**src/rtl/tetris_input_ctrl_pkg.sv**
```systemverilog
// Shared types and default 25 MHz timing for the Tetris input conditioning stage.
// move_t is also consumed by the game FSM.
package tetris_input_ctrl_pkg;

  typedef enum logic [2:0] {RIGHT, LEFT, ROR, ROL, DOWN, NONE} move_t;

  typedef enum logic [1:0] {RPT_IDLE, RPT_DELAY, RPT_REPEAT} rpt_state_t;

  // 10 ms debounce, 100 ms DAS, 25 ms ARR, 200 ms gravity at 25 MHz
  localparam int unsigned DEF_DEBOUNCE_CYCLES = 250_000;
  localparam int unsigned DEF_DAS_CYCLES      = 2_500_000;
  localparam int unsigned DEF_ARR_CYCLES      = 625_000;
  localparam int unsigned DEF_DROP_CYCLES     = 5_000_000;

  localparam int unsigned BTN_RIGHT = 0;
  localparam int unsigned BTN_LEFT  = 1;
  localparam int unsigned BTN_RR    = 2;
  localparam int unsigned BTN_RL    = 3;
  localparam int unsigned BTN_EN    = 4;
  localparam int unsigned NUM_BTN   = 5;

  // Counter width able to hold n-1; never narrower than one bit.
  function automatic int unsigned cnt_width(input int unsigned n);
    return (n < 2) ? 1 : $clog2(n);
  endfunction

endpackage

```
**src/rtl/tetris_input_ctrl_btn_debounce.sv**
```systemverilog
// One push-button: 2-FF synchroniser, debounce counter, stable value and
// combinational rising-edge press strobe (registered by the consumer).
module tetris_input_ctrl_btn_debounce
  import tetris_input_ctrl_pkg::*;
#(
  parameter int unsigned DEBOUNCE_CYCLES = DEF_DEBOUNCE_CYCLES
) (
  input  logic clk,
  input  logic rst,
  input  logic i_btn,
  output logic o_stable,
  output logic o_press_c
);

  localparam int unsigned CNT_W = cnt_width(DEBOUNCE_CYCLES);

  logic             r_sync1;
  logic             r_sync2;
  logic             r_stable;
  logic             r_stable_d;
  logic [CNT_W-1:0] r_cnt;

  // Stable flips only after DEBOUNCE_CYCLES consecutive disagreeing samples
  always_ff @(posedge clk or posedge rst) begin
    if (rst) begin
      r_sync1    <= 1'b0;
      r_sync2    <= 1'b0;
      r_stable   <= 1'b0;
      r_stable_d <= 1'b0;
      r_cnt      <= '0;
    end else begin
      r_sync1    <= i_btn;
      r_sync2    <= r_sync1;
      r_stable_d <= r_stable;
      if (r_sync2 == r_stable) begin
        r_cnt <= '0;
      end else if (r_cnt == CNT_W'(DEBOUNCE_CYCLES - 1)) begin
        r_stable <= r_sync2;
        r_cnt    <= '0;
      end else begin
        r_cnt <= r_cnt + CNT_W'(1);
      end
    end
  end

  assign o_stable  = r_stable;
  assign o_press_c = r_stable & ~r_stable_d;

endmodule

```
**src/rtl/tetris_input_ctrl.sv**
```systemverilog
// Button conditioning for the Tetris game FSM: debounced press pulses,
// left/right auto-repeat, single-winner move arbitration and gravity tick.
module tetris_input_ctrl
  import tetris_input_ctrl_pkg::*;
#(
  parameter int unsigned DEBOUNCE_CYCLES = DEF_DEBOUNCE_CYCLES,
  parameter int unsigned DAS_CYCLES      = DEF_DAS_CYCLES,
  parameter int unsigned ARR_CYCLES      = DEF_ARR_CYCLES,
  parameter int unsigned DROP_CYCLES     = DEF_DROP_CYCLES
) (
  input  logic clk,
  input  logic rst,
  input  logic btn_right_i,
  input  logic btn_left_i,
  input  logic btn_rr_i,
  input  logic btn_rl_i,
  input  logic btn_en_i,
  input  logic game_active_i,
  output logic right_o,
  output logic left_o,
  output logic rr_o,
  output logic rl_o,
  output logic en_o,
  output logic drop_tick_o
);

  localparam int unsigned RPT_MAX = (DAS_CYCLES > ARR_CYCLES) ? DAS_CYCLES : ARR_CYCLES;
  localparam int unsigned RPT_W   = cnt_width(RPT_MAX);
  localparam int unsigned DROP_W  = cnt_width(DROP_CYCLES);

  logic [NUM_BTN-1:0] w_raw;
  logic [NUM_BTN-1:0] w_stable;
  logic [NUM_BTN-1:0] w_press;
  logic [1:0]         w_rpt;
  logic [3:0]         w_ev;
  logic [3:0]         w_grant;
  logic               w_unused_stable;

  logic [3:0]         r_move;
  logic               r_en;
  logic               r_drop;
  logic [DROP_W-1:0]  r_drop_cnt;

  assign w_raw = {btn_en_i, btn_rl_i, btn_rr_i, btn_left_i, btn_right_i};

  for (genvar gi = 0; gi < int'(NUM_BTN); gi++) begin : g_db
    tetris_input_ctrl_btn_debounce #(
      .DEBOUNCE_CYCLES(DEBOUNCE_CYCLES)
    ) u_db (
      .clk      (clk),
      .rst      (rst),
      .i_btn    (w_raw[gi]),
      .o_stable (w_stable[gi]),
      .o_press_c(w_press[gi])
    );
  end

  // Only the directional buttons need their held level
  assign w_unused_stable = &{1'b0, w_stable[NUM_BTN-1:2]};

  // Auto-repeat per direction: index 0 = right, 1 = left
  for (genvar gd = 0; gd < 2; gd++) begin : g_rpt
    rpt_state_t       r_state;
    logic [RPT_W-1:0] r_cnt;

    always_ff @(posedge clk or posedge rst) begin
      if (rst) begin
        r_state <= RPT_IDLE;
        r_cnt   <= '0;
      end else if (!game_active_i || !w_stable[gd]) begin
        r_state <= RPT_IDLE;
        r_cnt   <= '0;
      end else begin
        case (r_state)
          RPT_IDLE: begin
            r_cnt <= '0;
            if (w_press[gd]) r_state <= RPT_DELAY;
          end
          RPT_DELAY: begin
            if (r_cnt == RPT_W'(DAS_CYCLES - 1)) begin
              r_state <= RPT_REPEAT;
              r_cnt   <= '0;
            end else begin
              r_cnt <= r_cnt + RPT_W'(1);
            end
          end
          RPT_REPEAT: begin
            if (r_cnt == RPT_W'(ARR_CYCLES - 1)) r_cnt <= '0;
            else                                 r_cnt <= r_cnt + RPT_W'(1);
          end
          default: begin
            r_state <= RPT_IDLE;
            r_cnt   <= '0;
          end
        endcase
      end
    end

    assign w_rpt[gd] = game_active_i && w_stable[gd] &&
                       (((r_state == RPT_DELAY)  && (r_cnt == RPT_W'(DAS_CYCLES - 1))) ||
                        ((r_state == RPT_REPEAT) && (r_cnt == RPT_W'(ARR_CYCLES - 1))));
  end

  assign w_ev = {w_press[BTN_RL],
                 w_press[BTN_RR],
                 w_press[BTN_LEFT]  | w_rpt[1],
                 w_press[BTN_RIGHT] | w_rpt[0]};

  // Fixed priority right > left > rr > rl; losers are dropped
  always_comb begin
    w_grant = '0;
    if      (w_ev[0]) w_grant[0] = 1'b1;
    else if (w_ev[1]) w_grant[1] = 1'b1;
    else if (w_ev[2]) w_grant[2] = 1'b1;
    else if (w_ev[3]) w_grant[3] = 1'b1;
  end

  always_ff @(posedge clk or posedge rst) begin
    if (rst) begin
      r_move <= '0;
      r_en   <= 1'b0;
    end else begin
      r_move <= game_active_i ? w_grant : 4'b0000;
      r_en   <= w_press[BTN_EN];
    end
  end

  // Gravity restarts a full period whenever play (re)starts
  always_ff @(posedge clk or posedge rst) begin
    if (rst) begin
      r_drop_cnt <= '0;
      r_drop     <= 1'b0;
    end else if (!game_active_i) begin
      r_drop_cnt <= '0;
      r_drop     <= 1'b0;
    end else if (r_drop_cnt == DROP_W'(DROP_CYCLES - 1)) begin
      r_drop_cnt <= '0;
      r_drop     <= 1'b1;
    end else begin
      r_drop_cnt <= r_drop_cnt + DROP_W'(1);
      r_drop     <= 1'b0;
    end
  end

  assign right_o     = r_move[0];
  assign left_o      = r_move[1];
  assign rr_o        = r_move[2];
  assign rl_o        = r_move[3];
  assign en_o        = r_en;
  assign drop_tick_o = r_drop;

endmodule

```
**config.mk**
```make
export PLATFORM = sky130hd
export DESIGN_NAME = tetris_input_ctrl
export DESIGN_NICKNAME = d
export VERILOG_FILES = /design/src/rtl/tetris_input_ctrl_pkg.sv /design/src/rtl/tetris_input_ctrl_btn_debounce.sv /design/src/rtl/tetris_input_ctrl.sv
export SDC_FILE = /design/constraint.sdc
export NUM_CORES = 1
export LEC_CHECK = 0
export CORE_ASPECT_RATIO = 1.75
export CORE_MARGIN = 2
export CORE_UTILIZATION = 63
export DETAILED_ROUTE_END_ITERATION = 7
export PLACE_DENSITY = 0.85
export SYNTH_ARGS = -nofsm -noshare
export SYNTH_HDL_FRONTEND = slang
export SYNTH_SLANG_ARGS = --single-unit
```
**constraint.sdc**
```tcl
create_clock -name clk -period 8.1 [get_ports clk]
set_clock_uncertainty 0.05 [all_clocks]
set_input_delay 1.62 -clock clk [delete_from_list [all_inputs] [get_ports clk]]
set_output_delay 1.62 -clock clk [all_outputs]
set_load 0.05 [all_outputs]
```
==> key figures <==
Clocking
  • CTS root buf: clkbuf_16
  • # H-tree levels: 4
  • CTS Buf Count: 17
  • Cts repair resizes: 0
  • Clock sinks: about 190
  • Clock transition at path regs: 0.07 ns
  • Clk_lat worst skew: 0.43 ns
  • Hold-fix buffers, CTS: 0
  • Clk buf depth: 2
  • CTS tree: built
  • Setup Buffers After CTS: 0

Global route
  • Vias in the first global route: 6572
  • First-pass GRT wire length: 29400 um
  • Overall routing resource usage: 24.1%
  • Largest net degree at the start of global routing: around 110
  • Initial antenna violation count: 0
  • Final global-route overflow total: 0

Synthesis
  • Synth area leader: dfrtp_1
  • Number of synthesized flops with an enable pin: 0
  • Async S/R FF share, synth: 100%
  • Cells after Synth: 889
  • Top cells by count, synth: nor2_1, dfrtp_1, xnor2_1, xor2_1, nand3_1
  • Sequential share of the synthesized area: 52.4%
  • Netlist cell types: 48
  • Synthesized Nets: between 900 and 1000
  • Post-synthesis average cell area: between 10 and 15 um2
  • Most area-consuming cells after synthesis: dfrtp_1, nor2_1, xnor2_1, xor2_1, nand3_1
  • Area of the mapped netlist: just under 0.009 mm2
  • Count leader, synth: nor2_1
  • Main synth FF type: dfrtp_1
  • Synth Register Bits: 187
  • Synth warn: 0
  • Yosys top cell area share: 52.4%

Die
  • Die W: 94.0 um
  • CORE AREA: 0.0139 mm2
  • Io pins: 14
  • Row Count: 57
  • Die Height: 162 um
  • Die area: 0.0152 mm2
  • Starting Density: 64.2%

Setup path
  • R2r setup slk: between 5 and 6 ns
  • CP Data Required Time: 8.47 ns
  • Worst setup endpoint: g_db[0].u_db.r_cnt[1]
  • WP data arrival: 3.62 ns
  • Critical Path End Type: async pin
  • End of the worst register-to-register path: g_rpt[0].r_cnt[4]
  • CP max FO: 112
  • Worst-case reg-to-reg path depth: 5
  • Startpoint types: input pin
  • FF-to-FF Start: g_rpt[0].r_cnt[9]
  • Worst Setup Path Type: input pin to async pin
  • Critical Path Start: rst

Run status
  • Outcome: finished clean

Power
  • Internal power: 1.46 mW
  • Total power: 1.87 mW
  • Switching share of power: 22.2%
  • Reg power frac: about half
  • Worst ir drop on vdd: 0.000151 V
  • Logic pwr share: 2.5%
  • Switching pwr: 0.415 mW
  • Power density over the cells: 190 mW/mm2
  • P_leak: 4.13 nW
  • Clock Power Share: a little under half

Routing
  • Pre-Repair DR Iteration Count: 5
  • DR vias/cell: 5.84
  • DR iter-0 viols: around 380
  • Final antenna-violating net count: 0
  • Routed wire per std cell: around 15 um
  • DRC: 0
  • Vias: 6390
  • DRT Wirelength: 16900 um

STA
  • Worst-margin pin slew: 1.23 ns
  • Post-layout min period: approximately 3.2 ns
  • Setup TNS: 0 ns
  • Final hold viol count: 0
  • Rel. slew slack: 17.5%
  • Final setup fails: 0
  • Fin crit share: ~40%
  • Fmax: just over 300 MHz
  • Final max-slew violation count: 0
  • RSZ-0062 raised after global routing: no

Finish
  • Register Area: 0.00468 mm2
  • Area Overhead vs Synth: 10.2%
  • Nets@finish: 931
  • # fillers: approximately 1000
  • Share of layout cells above drive strength 1: 5.12%
  • Multi-input logic area: ~0.0041 mm2
  • # diodes: 0

Place
  • Dpl hpwl: 11100 um
  • IO Port Bufs: 13
  • GPL Wtd Cong: approximately 0.84

Run
  • Max_cap viols: 0

Hold path
  • HP Class: register to register
==> routing by layer <==
metal,share of wire [%],track usage (%)
met5,0,0
met4,2.1,9.49
met3,2.3,4.06
met2,55,44.2
met1,41,27.2
==> registers in the layout, summed over array words and instances, names as in the netlist, 4 cells and up <==
register,count
g_db.u_db.r_cnt,90
g_rpt.r_cnt,44
r_drop_cnt,23
g_db.u_db.o_stable,5
g_db.u_db.r_stable_d,5
g_db.u_db.r_sync1,5
g_db.u_db.r_sync2,5
g_rpt.r_state,4
r_move,4
==> final cells by class <==
cell class              instances  area share, %
flip-flops and latches        187           47.5
multi-input cells             653           41.2
clock buffers                  18           4.46
well taps                     177           2.25
clock inverters                14           1.83
repair buffers                 16           1.55
inverters                      30           1.22
==> worst max-delay path, cell delays in order <==
cell and delay [ns]:
clkdlybuf4s50_1 0.49, inv_8 0.57, buf_4 0.85
==> through the flow <==
step | hold slack (ns) | util, % | setup WS, ns | cells | area [um2]
2_1_floorplan | 0.281 | - | 1.34 | 889 | 8930
3_3_place_gp | 0.283 | 66.3 | 4.36 | 1063 | 9230
3_5_place_dp | 0.285 | 66.3 | 4.31 | 1063 | 9230
4_1_cts | 0.301 | 70.8 | 4.77 | 1095 | 9850
5_1_grt | 0.309 | 70.8 | 4.54 | 1095 | 9850
6_report | 0.300 | 70.8 | 4.85 | 1095 | 9850
==> cell usage in the layout, fill, tap and decap left out, types with 3 or more instances in the layout <==
cell type        instances
nor2_1                 190
a21oi_1                  5
nor4bb_1                 4
buf_4                    3
xor2_1                  70
or4_1                    6
nand4_1                 40
nor4b_1                  5
o31ai_1                  4
bufinv_16                3
nand2b_1                 3
nor4_1                  14
and3_1                  27
clkbuf_16               17
or3_1                    3
inv_6                    5
xnor2_1                 75
or4bb_1                  4
nand2_1                 47
nand3b_1                 3
and4_1                  15
dfrtp_1                187
inv_1                   29
mux2_2                   5
nand3_1                 55
and2_1                   5
ha_1                    18
clkdlybuf4s50_1         13
nor3_1                  23
nor2b_1                  8
clkinvlp_4               4
==> cells by family after synthesis <==
logic type / after synthesis / share of synthesized area (%)
AOI/OAI and AO/OA: 24 / 2.07
xor gates and xnor gates: 145 / 14.2
adders and majority gates: 18 / 2.52
buffers and inverters: 49 / 2.31
DFF: 187 / 52.4
muxes: 6 / 0.742
and+or+nand+nor: 460 / 25.8
==> power by group through the flow <==
stage	combinational, mW	sequential, mW	clock (mW)
final	0.0467	0.952	0.873
after global placement	0.0470	0.969	0
after floorplan	0.0339	0.967	0
after CTS	0.0484	0.951	0.889
after detailed placement	0.0480	0.969	0
after global routing	0.0551	0.952	0.929
==> worst min-delay path by stage <==
stage                                     from                    to  slack [ns]  cells after the start
final                     g_db[1].u_db.r_sync1  g_db[1].u_db.r_sync2        0.30                      0
after global routing      g_db[4].u_db.r_sync1  g_db[4].u_db.r_sync2        0.31                      0
after CTS                 g_db[1].u_db.r_sync1  g_db[1].u_db.r_sync2        0.30                      0
after detailed placement  g_db[1].u_db.r_sync1  g_db[1].u_db.r_sync2        0.28                      0
after global placement    g_db[0].u_db.r_sync1  g_db[0].u_db.r_sync2        0.28                      0
after floorplan           g_db[0].u_db.r_sync1  g_db[0].u_db.r_sync2        0.28                      0
Note: power is estimated with default switching activity, not from simulation.
